## config.mk

```make
export PLATFORM = sky130hd
export DESIGN_NAME = obi_fair_responder_flat
export DESIGN_NICKNAME = d
export VERILOG_FILES = /design/src/rtl/obi_fair_responder_if.sv /design/src/rtl/obi_fair_responder.sv /design/src/flat_wrapper.sv
export SDC_FILE = /design/constraint.sdc
export NUM_CORES = 1
export LEC_CHECK = 0
export CAP_MARGIN = 10
export CORE_ASPECT_RATIO = 1.1
export CORE_MARGIN = 2
export CORE_UTILIZATION = 42
export CTS_BUF_LIST = sky130_fd_sc_hd__clkbuf_8
export DETAILED_ROUTE_END_ITERATION = 10
export HOLD_SLACK_MARGIN = 0.12
export PLACE_DENSITY = 0.95
export SYNTH_ARGS = -nofsm -noshare
export SYNTH_HDL_FRONTEND = slang
export SYNTH_SLANG_ARGS = --single-unit
```

## constraint.sdc

```tcl
create_clock -name clock -period 5.31 [get_ports clock]
set_clock_uncertainty 0.05 [all_clocks]
set_input_delay 1.062 -clock clock [delete_from_list [all_inputs] [get_ports clock]]
set_output_delay 1.062 -clock clock [all_outputs]
set_load 0.01 [all_outputs]
```

## src/rtl/obi_fair_responder_if.sv

```systemverilog
// Core-side OBI bus bundle for the fair responder, one lane per channel.
// Channel c occupies bit c of the scalar vectors and slice
// [c*W +: W] of the address and data vectors.
interface obi_fair_responder_if #(
    parameter int NUM_CH = 2,
    parameter int ADDR_W = 32,
    parameter int DATA_W = 32
);
    logic [NUM_CH-1:0]        req_i;
    logic [NUM_CH-1:0]        we_i;
    logic [NUM_CH*ADDR_W-1:0] addr_i;
    logic [NUM_CH-1:0]        gnt_o;
    logic [NUM_CH-1:0]        rvalid_o;
    logic [NUM_CH*DATA_W-1:0] rdata_o;

    // core side drives requests and consumes grants and responses
    modport master (
        output req_i, we_i, addr_i,
        input  gnt_o, rvalid_o, rdata_o
    );

    // responder side
    modport slave (
        input  req_i, we_i, addr_i,
        output gnt_o, rvalid_o, rdata_o
    );
endinterface

```

## src/rtl/obi_fair_responder.sv

```systemverilog
// Multi-channel OBI memory responder for formal core wrappers.
// Free solver inputs (rand_*) propose grants and responses. The responder
// filters them into protocol-legal behaviour: no grant without a request,
// no response without an outstanding request, and bounded stalls on both.
// It also raises a sticky flag when the core drops or changes a request
// before that request has been granted.
// Channel 0 is instruction fetch and channel 1 is data. The channels are
// fully independent of each other.
module obi_fair_responder #(
    parameter int  NUM_CH           = 2,
    parameter int  ADDR_W           = 32,
    parameter int  DATA_W           = 32,
    parameter int  MAX_OUTSTANDING  = 2,
    parameter int  MAX_GNT_STALL    = 3,
    parameter int  MAX_RVALID_STALL = 3,
    localparam int OW               = $clog2(MAX_OUTSTANDING + 1)
) (
    input  logic                     clock,
    input  logic                     reset,
    obi_fair_responder_if.slave      bus,
    input  logic [NUM_CH-1:0]        rand_gnt_i,
    input  logic [NUM_CH-1:0]        rand_rvalid_i,
    input  logic [NUM_CH*DATA_W-1:0] rand_rdata_i,
    output logic [NUM_CH*OW-1:0]     outstanding_o,
    output logic [NUM_CH-1:0]        proto_err_o
);

    // Stall counters need at least one bit, even when the stall limit is 0.
    localparam int GSW = (MAX_GNT_STALL > 0) ? $clog2(MAX_GNT_STALL + 1) : 1;
    localparam int RSW = (MAX_RVALID_STALL > 0) ? $clog2(MAX_RVALID_STALL + 1) : 1;

    localparam logic [OW-1:0]  OUT_MAX = OW'(MAX_OUTSTANDING);
    localparam logic [GSW-1:0] GST_MAX = GSW'(MAX_GNT_STALL);
    localparam logic [RSW-1:0] RST_MAX = RSW'(MAX_RVALID_STALL);

    for (genvar c = 0; c < NUM_CH; c++) begin : g_ch
        logic [OW-1:0]     out_cnt;
        logic [GSW-1:0]    gnt_stall;
        logic [RSW-1:0]    rv_stall;
        logic              held_req;
        logic              held_we;
        logic [ADDR_W-1:0] held_addr;
        logic              err;

        logic              req;
        logic              we;
        logic [ADDR_W-1:0] addr;
        logic              full;
        logic              gnt;
        logic              rvalid;
        logic              breach;

        assign req  = bus.req_i[c];
        assign we   = bus.we_i[c];
        assign addr = bus.addr_i[c*ADDR_W +: ADDR_W];

        // Filter the candidate grant and response. Only the registered count
        // is used to decide "full", so a response in this cycle never makes
        // room for a grant in the same cycle.
        always_comb begin
            full   = (out_cnt == OUT_MAX);
            gnt    = !reset && req && !full &&
                     (rand_gnt_i[c] || (gnt_stall == GST_MAX));
            rvalid = !reset && (out_cnt != '0) &&
                     (rand_rvalid_i[c] || (rv_stall == RST_MAX));
            breach = held_req && (!req || (addr != held_addr) || (we != held_we));
        end

        assign bus.gnt_o[c]                       = gnt;
        assign bus.rvalid_o[c]                    = rvalid;
        assign bus.rdata_o[c*DATA_W +: DATA_W]    = rvalid ? rand_rdata_i[c*DATA_W +: DATA_W] : '0;
        assign outstanding_o[c*OW +: OW]          = out_cnt;
        assign proto_err_o[c]                     = err;

        // Per-channel bookkeeping: outstanding count, stall timers, request tracking and the sticky error.
        always_ff @(posedge clock) begin
            if (reset) begin
                out_cnt   <= '0;
                gnt_stall <= '0;
                rv_stall  <= '0;
                held_req  <= 1'b0;
                held_we   <= 1'b0;
                held_addr <= '0;
                err       <= 1'b0;
            end else begin
                case ({gnt, rvalid})
                    2'b10:   out_cnt <= out_cnt + OW'(1);
                    2'b01:   out_cnt <= out_cnt - OW'(1);
                    default: out_cnt <= out_cnt;
                endcase

                // While full, the timer saturates and holds, so the forced grant
                // fires as soon as a slot frees up.
                if (!req || gnt) begin
                    gnt_stall <= '0;
                end else if (gnt_stall != GST_MAX) begin
                    gnt_stall <= gnt_stall + GSW'(1);
                end

                if ((out_cnt == '0) || rvalid) begin
                    rv_stall <= '0;
                end else if (rv_stall != RST_MAX) begin
                    rv_stall <= rv_stall + RSW'(1);
                end

                held_req  <= req && !gnt;
                held_addr <= addr;
                held_we   <= we;
                if (breach) begin
                    err <= 1'b1;
                end
            end
        end
    end

endmodule

```

## src/flat_wrapper.sv

```systemverilog
// flat-port wrapper written by rule: the top's interface ports become plain ports
module obi_fair_responder_flat 
#(
    parameter int  NUM_CH           = 2,
    parameter int  ADDR_W           = 32,
    parameter int  DATA_W           = 32,
    parameter int  MAX_OUTSTANDING  = 2,
    parameter int  MAX_GNT_STALL    = 3,
    parameter int  MAX_RVALID_STALL = 3,
    localparam int OW               = $clog2(MAX_OUTSTANDING + 1)
)
  (clock, reset, rand_gnt_i, rand_rvalid_i, rand_rdata_i, outstanding_o, proto_err_o, bus_req_i, bus_we_i, bus_addr_i, bus_gnt_o, bus_rvalid_o, bus_rdata_o);
  obi_fair_responder_if #(.NUM_CH(NUM_CH), .ADDR_W(ADDR_W), .DATA_W(DATA_W)) bus_i ();
  input  logic clock;
  input  logic reset;
  input  logic [NUM_CH-1:0] rand_gnt_i;
  input  logic [NUM_CH-1:0] rand_rvalid_i;
  input  logic [NUM_CH*DATA_W-1:0] rand_rdata_i;
  output logic [NUM_CH*OW-1:0] outstanding_o;
  output logic [NUM_CH-1:0] proto_err_o;
  input wire logic [$bits(bus_i.req_i)-1:0] bus_req_i;
  input wire logic [$bits(bus_i.we_i)-1:0] bus_we_i;
  input wire logic [$bits(bus_i.addr_i)-1:0] bus_addr_i;
  output wire logic [$bits(bus_i.gnt_o)-1:0] bus_gnt_o;
  output wire logic [$bits(bus_i.rvalid_o)-1:0] bus_rvalid_o;
  output wire logic [$bits(bus_i.rdata_o)-1:0] bus_rdata_o;
  assign bus_i.req_i = bus_req_i;
  assign bus_i.we_i = bus_we_i;
  assign bus_i.addr_i = bus_addr_i;
  assign bus_gnt_o = bus_i.gnt_o;
  assign bus_rvalid_o = bus_i.rvalid_o;
  assign bus_rdata_o = bus_i.rdata_o;
  obi_fair_responder #(.NUM_CH(NUM_CH), .ADDR_W(ADDR_W), .DATA_W(DATA_W), .MAX_OUTSTANDING(MAX_OUTSTANDING), .MAX_GNT_STALL(MAX_GNT_STALL), .MAX_RVALID_STALL(MAX_RVALID_STALL)) u_core (.clock(clock), .reset(reset), .bus(bus_i), .rand_gnt_i(rand_gnt_i), .rand_rvalid_i(rand_rvalid_i), .rand_rdata_i(rand_rdata_i), .outstanding_o(outstanding_o), .proto_err_o(proto_err_o));
endmodule
```

==> summary by stage, run 1 <==
Run status
The run finished with clean final reports.

Synthesis
The number of warnings printed during yosys synthesis is 0. Of the total synthesized cell area, the portion taken by AND, OR, NAND and NOR gates is between 20% and 30%. The count of distinct cell types in the synthesized netlist is 26.

The dominant combinational cell family by area after synthesis is simple AND/OR/NAND/NOR gates. After Yosys synthesis, full adders, half adders and majority gates account for 2.06% of the synthesized area. After synthesis, the mean cell area works out to 9.80 um^2. The sequential-to-total area share from yosys stat is 45.0%. The count of state elements after synthesis is 82. The cell count after synthesis is around 370. The synthesized netlist net count is 516.

The portion of synthesized area spent on multiplexers is less than 1%. Ranked by total cell area, the synthesized netlist is headed by sky130_fd_sc_hd__dfxtp_1, sky130_fd_sc_hd__nor2b_1, sky130_fd_sc_hd__and2_1, sky130_fd_sc_hd__xor2_1, sky130_fd_sc_hd__xnor2_1. The xor and xnor fraction of the mapped netlist area is 17.3%. Summing every instance area after synthesis gives between 3000 and 4000 um^2.

The share of the synthesized area in the top cell type is 45.0%. Summing the areas of all compound-gate instances in the mapped netlist gives 1.85% of the synthesized area. sky130_fd_sc_hd__dfxtp_1 takes more of the synthesized area than any other cell.

Floorplan
The I/O pin count is 212. The cell row count is 35. For this configuration, the core starts out at a cell density of 43.3%. The area enclosed by the die boundary is 9440 um^2.

The horizontal die dimension is 92.8 um. The core region is ~8400 um^2. In this run the vertical extent of the chip is 102 um.

GRT
The via count of the first global-routing pass is ~3200. The pin count of the biggest net entering global routing is between 40 and 50. The wire length of the first global-routing pass is about 15000 um.

Summed over all layers, the global routing overflow is 0. Global routing used 19.8% of the available tracks across all layers. The initial antenna violation count is 1.

Pwr
The power density over the cells is 228 nW/um^2. The power share of the clock group is 32.9%. The switching power is 0.320 mW.

In this run, flip-flops and latches consume 48.7% of the power. The proportion of total power due to net switching is 23.4%. Across the VDD grid, the largest voltage drop is about 0.00022 V. In this run the static leakage power is 2.34 nW. The internal portion of total power is 1.05 mW. Combinational logic burns between 10% and 20% of the power.

Clock tree
The clock transition at the registers of the reported paths is about 0.080 ns. The H-tree depth is 3. The clock reaches the later pin of the worst-skew pair after 0.33 ns. No sink is reached through more buffers than the 2 on the longest clock path. For this design, the CTS-stage hold fixing added 0 buffers. The post-cts gate resize count is 0.

The tree built by TritonCTS fans out to roughly 80 sinks. In this run the clock root is driven by a sky130_fd_sc_hd__clkbuf_8. The number of buffers inserted during clock tree synthesis is 9.

TritonCTS built the clock tree. The count of buffers added by post-CTS timing repair for setup is 0.

Place
Input and output buffers added on the ports amount to 211. The congestion estimate from routability-driven global placement came to 0.773. Once placement finished, the instance area stood at 5800 um^2. The worst setup slack after placement is between 1 and 1.5 ns. Summed over all nets, the half-perimeter wirelength after detailed placement is 7930 um.

STA
The minimum setup slack in the final design is 1.04 ns. For this run, the top clock speed supported by timing is 234 MHz. The shortest clock period the worst path allows after layout is 4.27 ns. The number of max-slew violations in the final report was 0. Across all hold checks on the routed design, the worst slack comes to roughly 0.38 ns. In the finished design, the share of the clock period the worst path needs comes to 80.5%. In the final timing run, aggregate negative setup slack is 0 ns. The final number of setup-violating endpoints is 0. The slew at the pin with the worst max-slew slack is 0.906 ns. The final hold violation count is 0. Setup repair after global routing left no endpoint under its margin. Measured against its own limit, the worst slew margin works out to 39.6%.

Final layout
The cell area after layout is 6010 um^2. Leaving out fill and tap cells, the most frequent cells in the layout are sky130_fd_sc_hd__clkdlybuf4s50_1, sky130_fd_sc_hd__dfxtp_1, sky130_fd_sc_hd__nor2b_1, sky130_fd_sc_hd__and2_1, sky130_fd_sc_hd__xor2_1. The filler cells instantiated in the layout total 630.

Summing all flip-flop and latch instances after layout gives 1640 um^2. The most common cell after layout, fill and taps aside is sky130_fd_sc_hd__clkdlybuf4s50_1. The footprint of the multi-input gates is 1870 um^2. The post-synthesis to final-layout area growth is 64.8%. In the final layout, the share of cells above drive strength 1 is around 3.8%. The net count reported at finish is roughly 700.

Min path
The path with the worst hold slack has its endpoint at u_core.g_ch[1].rv_stall[0]$_SDFFE_PP0N_. The kind of path behind the tightest hold check is reg -> reg. Along the worst hold path, the cell count comes to 1. The startpoint identified for the worst hold timing path is u_core.g_ch[1].rv_stall[0]$_SDFFE_PP0N_.

Drt
The first-pass iteration count of the detailed router is 4. For this run, design rule violations remaining after detail routing come to 0. The routed design has around 9600 um of wire.

Dividing the detail-routed via count by the number of cells gives between 4 and 5. The detailed router placed 3125 vias in this run. The detail route stage leaves a number of antenna-violating nets equal to 0. The post-detailed-route wirelength per cell is 13.9 um.

The DRC marker count from the first detailed-route iteration is 62.

Critical path
The register-to-register setup slack is ~3 ns. The worst setup path is launched from a primary input. The path type of the worst setup path is in -> out. The worst path arrival time is about 3.2 ns.

STA puts the critical path data required time at 4.20 ns. The number of cells on the worst reg-to-reg path is 5. The reg-to-reg endpoint is u_core.g_ch[1].out_cnt[1]$_SDFFE_PP0P_. The largest driver fanout on the critical path is 34. The worst register-to-register path begins at u_core.g_ch[1].out_cnt[0]$_SDFFE_PP0P_.

STA classifies the critical path endpoint as a primary output.

Flow run
Across the run, the number of max-cap violations was 0.
-- state kept, by name, indices dropped and copies added (netlist names) --
signal / flops
u_core.g_ch.rv_stall: 4
u_core.g_ch.out_cnt: 4
u_core.g_ch.held_addr: 64
u_core.g_ch.held_we: 2
u_core.g_ch.held_req: 2
u_core.g_ch.err: 2
u_core.g_ch.gnt_stall: 4
-- per-stage QoR --
stage               total power, mW  util, %  cells
floorplan                     0.779        -    372
global placement              0.923     69.0    676
detailed placement            0.932     69.0    676
CTS                            1.38     71.4    692
global route                   1.43     71.4    692
finish                         1.37     71.4    693
-- synthesized netlist by cell type (all sizes together) --
library cell,instances
o21bai,2
a211oi,2
or3,2
xnor2,34
nor4,12
nor4b,4
mux2i,2
buf,10
o221ai,2
o21ai,2
xor2,38
and2,64
nand2,2
ha,6
a21oi,2
nor2b,68
clkbuf,10
inv,6
nand4,10
dfxtp,82
nor2,12
-- kinds of logic after synthesis --
group | Yosys count
adder cells (fa/ha/maj) | 6
buffers and inverters | 26
AO/OA/AOI/OAI | 10
AND/OR/NAND/NOR | 174
XOR/XNOR | 72
flip-flops | 82
multiplexers | 2
-- worst max path at each step --
stage / start / to / slack [ns] / depth (start not counted)
floorplan: reset / bus_rdata_o[20] / 2.45 / 4
global placement: rand_rvalid_i[0] / bus_rdata_o[14] / 1.15 / 5
detailed placement: rand_rvalid_i[1] / bus_rdata_o[63] / 1.05 / 5
CTS: rand_rvalid_i[1] / bus_rdata_o[63] / 1.04 / 5
global route: rand_rvalid_i[0] / bus_rdata_o[26] / 0.92 / 5
finish: rand_rvalid_i[1] / bus_rdata_o[63] / 1.04 / 5
-- power by group through the flow --
stage / Sequential [mW] / Combinational [mW] / Clock (mW)
floorplan: 0.677 / 0.102 / 0
global placement: 0.678 / 0.246 / 0
detailed placement: 0.680 / 0.252 / 0
CTS: 0.666 / 0.254 / 0.461
global route: 0.669 / 0.274 / 0.491
finish: 0.665 / 0.251 / 0.450
-- cell type report --
cell class                      count  area share, %
Clock buffer                       10           2.29
Multi-Input combinational cell    264           31.2
Tap cell                          111           2.31
Timing Repair Buffer              213           35.3
Inverter                            6          0.375
Sequential cell                    82           27.3
Antenna cell                        1         0.0417
Clock inverter                      6           1.10
-- per-layer routing --
layer	share of wire (%)	vias up	global-route usage (%)	wire length [um]
met1	37	1395	19.4	3550
met2	54	119	39.6	5230
li1	-	1596	-	-
met3	7.3	15	6.47	706
met5	0	-	0	0
met4	1.5	0	5.09	146
-- worst max-delay path, cell delays in order --
cell and delay (ns):
sky130_fd_sc_hd__clkdlybuf4s50_1 0.50, sky130_fd_sc_hd__nor2_1 0.06, sky130_fd_sc_hd__nor2_2 0.71, sky130_fd_sc_hd__and2_1 0.25
sky130_fd_sc_hd__clkdlybuf4s50_1 0.58
Note: power is estimated with default switching activity, not from simulation.
==> run 2: changes to the inputs <==
--- a/config.mk
+++ b/config.mk
@@ -8,11 +8,11 @@
 export CAP_MARGIN = 10
 export CORE_ASPECT_RATIO = 1.1
 export CORE_MARGIN = 2
-export CORE_UTILIZATION = 42
+export CORE_UTILIZATION = 39
 export CTS_BUF_LIST = sky130_fd_sc_hd__clkbuf_8
 export DETAILED_ROUTE_END_ITERATION = 10
 export HOLD_SLACK_MARGIN = 0.12
-export PLACE_DENSITY = 0.95
+export PLACE_DENSITY = 0.9
 export SYNTH_ARGS = -nofsm -noshare
 export SYNTH_HDL_FRONTEND = slang
 export SYNTH_SLANG_ARGS = --single-unit
==> constraint.sdc (replaced) <==
create_clock -name clock -period 4.2 [get_ports clock]
set_clock_uncertainty 0.05 [all_clocks]
set_input_delay 0.84 -clock clock [delete_from_list [all_inputs] [get_ports clock]]
set_output_delay 0.84 -clock clock [all_outputs]
set_load 0.01 [all_outputs]
==> run 2 against run 1 <==
Compared with the run above: routed wire length down 0.86%; combinational power increased by 27%; first-iteration DRC count is 19% higher; clock power increased by 33%; setup slack worse by 0.24 ns; total power increased by 29%; non-clock buffer count up 2; cell area rose by 0.42%; core utilization down 6.0 points; count of clock-buffer cells in the layout is 1 lower; global-route usage is 1.1 points lower; critical path type unchanged; critical endpoint is now bus_rdata_o[55].
==> summary by stage, run 2 (synthesis gave the netlist of run 1 again) <==
Clock tree
The H-tree depth came to 3 (unchanged). The count of buffers added by post-CTS timing repair for setup is 0 (unchanged). The clock latency reported for the late side of the worst-skew pair is 0.34 ns (about the same). The CTS tree is built. The tree is rooted in a sky130_fd_sc_hd__clkbuf_8.

The number of buffers inserted during clock tree synthesis is 9 (unchanged). The clock transition at the registers of the reported paths is 0.08 ns (about the same). The TritonCTS sink count is 82 (unchanged).

The post-cts gate resize count came to 0 (unchanged). The largest buffer count on any clock path is 2 (unchanged). The post-cts hold buffer count came to 0 (unchanged).

Final layout
The core utilization of the finished layout is 65.5% (-6.0 points). The register bank with the most flops is u_core.g_ch.held_addr. The flip-flop count of the largest register, all copies and words added came to 64 (unchanged).

The post-synthesis to final-layout area growth is 65.5%. Leaving out fill and tap cells, the most frequent cell in the layout is sky130_fd_sc_hd__clkdlybuf4s50_1. The net count reported at finish came to 722 (+0.28%). The library cells used most frequently in the layout, excluding fill and tap cells, are sky130_fd_sc_hd__clkdlybuf4s50_1, sky130_fd_sc_hd__dfxtp_1, sky130_fd_sc_hd__nor2b_1, sky130_fd_sc_hd__and2_1, sky130_fd_sc_hd__xor2_1. The share of final-layout standard cells stronger than drive strength 1 was 3.95% (+0.17 points).

GRT
The pin count of the biggest net entering global routing is 39 (-11%). The via count of the first global-routing pass is 3169 (+0.60%). The remaining global-route overflow came to 0 (unchanged). The initial antenna violation count is 1 (unchanged).

The wire length of the first global-routing pass is 14600 um (-0.47%). The overall track demand over capacity in global routing was 18.7% (-1.1 points).

STA
The highest achievable clock rate is 294 MHz. The number of max-slew violations in the final report was 0 (unchanged). The shortest clock period the worst path allows after layout is approximately 3.4 ns. Dividing the final minimum period by the clock period gives 80.9%.

The minimum setup slack in the final design is 0.801 ns (-0.236 ns). The slew at the pin with the worst max-slew slack was 0.379 ns (-0.527 ns). The final hold violation count is 0 (unchanged). Setup repair after global routing left no endpoint under its margin.

The normalized max-slew margin is 74.7% (+35 points). The accumulated negative setup slack is 0 ns (unchanged). The final number of setup-violating endpoints is 0 (unchanged).

Critical path
The largest driver fanout on the critical path is 33 (-2.9%). The launch point of the critical path is rand_rvalid_i[1]. The origin of the critical flop-to-flop path is u_core.g_ch[1].rv_stall[0]$_SDFFE_PP0N_. The worst setup path is captured at a primary output. The endpoint required time on the critical path is 3.31 ns (-0.89 ns). The launching element type of the critical path is a primary input.

The path type of the worst setup path is in -> out. The worst path arrival time is 2.51 ns (-0.65 ns). The register-to-register setup slack is 2.21 ns (-0.78 ns).

Min path
The kind of path behind the tightest hold check is reg -> reg. The source of the worst hold timing path is u_core.g_ch[0].rv_stall[0]$_SDFFE_PP0N_.

Drt
The post-detailed-route wirelength per cell is 13.6 um (-1.9%). The number of routed nets with antenna violations was 0 (unchanged). The via count of the routed design is 3139 (+0.45%).

The number of remaining DRC errors was 0 (unchanged). The first-pass iteration count of the detailed router came to 4 (unchanged). The final wirelength is 9550 um (-0.86%).

The vias per cell came to 4.48 (-0.56%). The DRC marker count from the first detailed-route iteration came to 74 (+19%).

Floorplan
The core area is 9210 um^2 (+9.6%). The effective utilization at floorplan came to 39.6% (-3.8 points). The height of the chip is 105 um (+3.6%).

The cell row count was 37 (+5.7%). The area enclosed by the die boundary came to 10100 um^2 (+7.4%). The I/O pin count was 212 (unchanged). The horizontal die dimension is 96.2 um (+3.6%).

Pwr
The leakage power is 2.36 nW (+0.91%). The power density over the cells is 292 nW/um^2 (+28%). The worst IR drop on VDD came to 0.000295 V (+32%). The overall power after layout was 1.76 mW (+29%).

Flow run
The max-capacitance violation count came to 0 (unchanged).

Place
The count of input and output buffers is 211 (unchanged). The final RePlAce weighted congestion is 0.754 (-2.5%). The detailed placer's ending HPWL is 7890 um (-0.51%).

The worst setup slack after placement is 0.798 ns (-0.250 ns).

Run status
The run finished with clean final reports.
-- run 2: final cells by class --
type | count | area [um^2]
Fill cell | 720 | 3180
Clock buffer | 9 | 124
Clock inverter | 6 | 82.6
Inverter | 6 | 22.5
Multi-Input combinational cell | 264 | 1870
Tap cell | 117 | 146
Sequential cell | 82 | 1640
Antenna cell | 1 | 2.50
Timing Repair Buffer | 215 | 2140
-- run 2: critical path: stages --
cell	delay [ns]
sky130_fd_sc_hd__clkdlybuf4s50_1	0.50
sky130_fd_sc_hd__nor2_1	0.06
sky130_fd_sc_hd__nor2_2	0.11
sky130_fd_sc_hd__buf_4	0.27
sky130_fd_sc_hd__and2_1	0.17
sky130_fd_sc_hd__clkdlybuf4s50_1	0.56
-- run 2: through the flow --
stage	std cells	area (um^2)	hold slack [ns]
floorplan	372	3640	0.354
global placement	684	5820	0.363
detailed placement	684	5820	0.375
CTS	699	6030	0.387
global route	699	6030	0.402
finish	700	6030	0.386
-- run 2: report_power, final --
group	internal [mW]	switching, mW
clock	0.329	0.271
combinational	0.213	0.106
sequential	0.819	0.0216
-- run 2: final timing paths --
kind,to,depth (start not counted)
max,bus_rdata_o[55],6
min reg2reg,u_core.g_ch[0].rv_stall[0]$_SDFFE_PP0N_,1
min,u_core.g_ch[0].rv_stall[0]$_SDFFE_PP0N_,1
max reg2reg,u_core.g_ch[1].out_cnt[1]$_SDFFE_PP0P_,7
-- run 2: layer usage --
metal	wire [um]	share of wire [%]	global-route usage, %	vias up
li1	-	-	-	1589
met3	959	10	6.29	23
met5	0	0	0	-
met1	3460	36	19.5	1389
met2	4800	50	33.1	138
met4	327	3.4	8.57	0
==> run 3: changes to the inputs <==
--- a/config.mk
+++ b/config.mk
@@ -8,11 +8,11 @@
 export CAP_MARGIN = 10
 export CORE_ASPECT_RATIO = 1.1
 export CORE_MARGIN = 2
-export CORE_UTILIZATION = 39
+export CORE_UTILIZATION = 35
 export CTS_BUF_LIST = sky130_fd_sc_hd__clkbuf_8
 export DETAILED_ROUTE_END_ITERATION = 10
 export HOLD_SLACK_MARGIN = 0.12
-export PLACE_DENSITY = 0.9
+export PLACE_DENSITY = 0.86
 export SYNTH_ARGS = -nofsm -noshare
 export SYNTH_HDL_FRONTEND = slang
 export SYNTH_SLANG_ARGS = --single-unit
==> constraint.sdc (replaced) <==
create_clock -name clock -period 2.75 [get_ports clock]
set_clock_uncertainty 0.05 [all_clocks]
set_input_delay 0.55 -clock clock [delete_from_list [all_inputs] [get_ports clock]]
set_output_delay 0.55 -clock clock [all_outputs]
set_load 0.01 [all_outputs]
==> run 3 against run 2 <==
Compared with the run above: critical path depth stayed put; combinational power rose by 54%; global-route usage is 1.1 points lower; routed wire length increased by 3.7%; total power is 59% higher; critical endpoint is now bus_rdata_o[50]; largest cell class unchanged.
==> summary by stage, run 3 (synthesis gave the netlist of run 1 again) <==
Pwr
The proportion of total power due to net switching is 22.2% (-0.42 points). The internal portion of total power is 2.18 mW (+60%). The worst IR drop on VDD is 0.000411 V (+40%). The power share of the clock group was 36.7% (+2.6 points). The switching power is 0.623 mW (+56%). The leakage power is 2.87 nW (+22%).

The overall power after layout is 2.80 mW (+59%). The power density over the cells is 453 nW/um^2 (+55%). The share of power burned in registers is 45.8% (-2.0 points). The part of the power in combinational logic is 17.5% (-0.6 points).

STA
The highest achievable clock rate is 369 MHz. The number of max-slew violations in the final report is 0 (unchanged). The accumulated negative setup slack came to 0 ns (unchanged).

The slew at the pin with the worst max-slew slack is 0.406 ns (+0.0273 ns). The normalized max-slew margin is 72.9% (-1.8 points). The shortest clock period the worst path allows after layout is 2.71 ns. The final hold violation count is 0 (unchanged). The final worst-path cycle share is 98.4%.

Setup repair after global routing could not meet its margin everywhere. The final number of setup-violating endpoints is 0 (unchanged).

Clock tree
The largest buffer count on any clock path is 2 (unchanged). TritonCTS built the clock tree. The H-tree depth came to 3 (unchanged). The clock latency reported for the late side of the worst-skew pair is 0.35 ns (about the same). The root buffer selected by CTS is sky130_fd_sc_hd__clkbuf_8.

The post-cts hold buffer count was 0 (unchanged). The clock transition at the registers of the reported paths came to 0.07 ns (about the same). The number of buffers inserted during clock tree synthesis is 9 (unchanged). The TritonCTS sink count is 82 (unchanged).

GRT
The overall track demand over capacity in global routing is 17.7% (-1.1 points). The remaining global-route overflow is 0 (unchanged). The via count of the first global-routing pass was 3228 (+1.9%). The wire length of the first global-routing pass is 15400 um (+5.6%). The pin count of the biggest net entering global routing came to 42 (+7.7%). The initial antenna violation count is 2 (+1).

Drt
The final wirelength is 9900 um (+3.7%). The first-pass iteration count of the detailed router is 4 (unchanged). The number of remaining DRC errors was 0 (unchanged). The post-detailed-route wirelength per cell is 13.9 um (+2.1%). The vias per cell is 4.49 (about the same).

The number of routed nets with antenna violations came to 0 (unchanged). The via count of the routed design is 3191 (+1.7%). The DRC marker count from the first detailed-route iteration is 70 (-5.4%).

Final layout
The net count reported at finish is 725 (+0.42%). The core utilization of the finished layout is 60.3% (-5.1 points). The flip-flop count of the largest register, all copies and words added is 64 (unchanged). The cell area after layout was 6180 um^2 (+2.5%). The post-synthesis to final-layout area growth is 69.6%.

The combined flip-flop and latch cell area is 1640 um^2 (unchanged). The share of final-layout standard cells stronger than drive strength 1 came to 4.78% (+0.83 points). The count of non-filler cells in the finished layout is 711 (+1.6%). The filler cell count is 860 (+19%). The footprint of the multi-input gates came to 1870 um^2 (unchanged). Counting flops per register, the top entry is u_core.g_ch.held_addr. The library cell used most frequently in the layout, excluding fill and tap cells, is sky130_fd_sc_hd__clkdlybuf4s50_1. The top cell types in the final layout, fill and taps aside, are sky130_fd_sc_hd__clkdlybuf4s50_1, sky130_fd_sc_hd__dfxtp_1, sky130_fd_sc_hd__nor2b_1, sky130_fd_sc_hd__and2_1, sky130_fd_sc_hd__xor2_1.

Critical path
The largest driver fanout on the critical path is 12 (-64%). The endpoint kind of the worst setup timing path is a primary output. The startpoint identified for the worst register-to-register timing path is u_core.g_ch[0].out_cnt[0]$_SDFFE_PP0P_. The worst setup path is launched from a primary input. The worst path arrival time is 2.11 ns (-0.40 ns). The number of cells on the worst reg-to-reg path is 6 (-1). The path type of the worst setup path is in -> out. The register-to-register setup slack is 0.87 ns (-1.34 ns). The reg-to-reg endpoint is u_core.g_ch[0].out_cnt[1]$_SDFFE_PP0P_. The endpoint required time on the critical path was 2.15 ns (-1.16 ns).

Flow run
The max-capacitance violation count was 0 (unchanged).

Floorplan
The horizontal die dimension is 101 um (+5.3%). The cell row count is 39 (+5.4%). The core area is 10200 um^2 (+11%). The effective utilization at floorplan is 35.6% (-4.0 points). The height of the chip is 111 um (+5.3%). The I/O pin count is 212 (unchanged). The area enclosed by the die boundary is 11200 um^2 (+11%).

Place
The total instance count after detailed placement came to 693 (+1.3%). The total cell area at the placement stage came to 5860 um^2 (+0.73%). The final RePlAce weighted congestion was 0.867 (+15%). The count of input and output buffers came to 211 (unchanged). The detailed placer's ending HPWL is 8270 um (+4.8%).

Min path
The source of the worst hold timing path is u_core.g_ch[0].rv_stall[0]$_SDFFE_PP0N_. The kind of path behind the tightest hold check is reg -> reg. The count of cells along the worst hold path is 1 (unchanged). The end point of the worst hold path is u_core.g_ch[0].rv_stall[0]$_SDFFE_PP0N_.

Run status
The run finished with clean final reports.
-- run 3: cell count changes in the layout (fill, tap and decap cells not counted) --
cell	delta
sky130_fd_sc_hd__buf_6	+2
sky130_fd_sc_hd__dlymetal6s2s_1	+26
sky130_fd_sc_hd__clkinvlp_4	+1
sky130_fd_sc_hd__inv_1	-1
sky130_fd_sc_hd__buf_12	+1
sky130_fd_sc_hd__bufinv_16	+1
sky130_fd_sc_hd__clkdlybuf4s50_1	-26
sky130_fd_sc_hd__diode_2	+1
-- run 3: routing by layer --
layer  up-vias  track usage [%]  share of wire [%]
met5         -                0                  0
met4         0             6.49                2.2
met3        20             6.37                8.6
met2       130             33.1                 53
met1      1441             17.3                 36
li1       1600                -                  -
-- run 3: how the worst max path moves through the flow --
stage / to / depth (start not counted) / slack [ns] / from
4_1_cts: bus_rdata_o[56] / 6 / 0.02 / rand_rvalid_i[1]
3_3_place_gp: bus_rdata_o[62] / 6 / 0.05 / rand_rvalid_i[1]
3_5_place_dp: bus_rdata_o[56] / 6 / 0.02 / rand_rvalid_i[1]
5_1_grt: bus_rdata_o[50] / 6 / -0.04 / rand_rvalid_i[1]
2_1_floorplan: u_core.g_ch[0].out_cnt[1]$_SDFFE_PP0P_ / 6 / 0.83 / reset
6_report: bus_rdata_o[50] / 6 / 0.04 / rand_rvalid_i[1]
-- run 3: through the flow --
| step | setup slack [ns] | hold slack, ns |
|---|---|---|
| 3_5_place_dp | 0.0220 | 0.373 |
| 3_3_place_gp | 0.0544 | 0.360 |
| 5_1_grt | -0.0392 | 0.401 |
| 4_1_cts | 0.0220 | 0.384 |
| 6_report | 0.0433 | 0.381 |
| 2_1_floorplan | 0.828 | 0.354 |
-- run 3: area by class of cell --
cell class	count	area share, %
repair buffers	218	36.3
well taps	123	2.49
diodes	2	0.0810
clock inverters	7	1.88
clock buffers	9	2.00
inverters	6	0.364
flip-flops and latches	82	26.6
multi-input cells	264	30.3
-- run 3: what timing repair did --
| item | CTS | global route |
|---|---|---|
| endpoints found under the setup margin | 0 | 32 |
| gates resized for setup | 0 | 28 |
| setup buffers | 0 | 0 |
-- run 3: critical path, cell delays in order --
cell,delay (ns)
sky130_fd_sc_hd__clkdlybuf4s50_1,0.50
sky130_fd_sc_hd__nor2_1,0.06
sky130_fd_sc_hd__nor2_2,0.16
sky130_fd_sc_hd__buf_6,0.15
sky130_fd_sc_hd__and2_1,0.14
sky130_fd_sc_hd__clkdlybuf4s50_1,0.54
-- run 3: power by group through the flow --
stage / combinational, mW / sequential [mW] / clock [mW]
floorplan: 0.197 / 1.31 / 0
global placement: 0.483 / 1.31 / 0
detailed placement: 0.495 / 1.31 / 0
CTS: 0.497 / 1.28 / 1.06
global route: 0.535 / 1.29 / 1.11
finish: 0.490 / 1.28 / 1.03
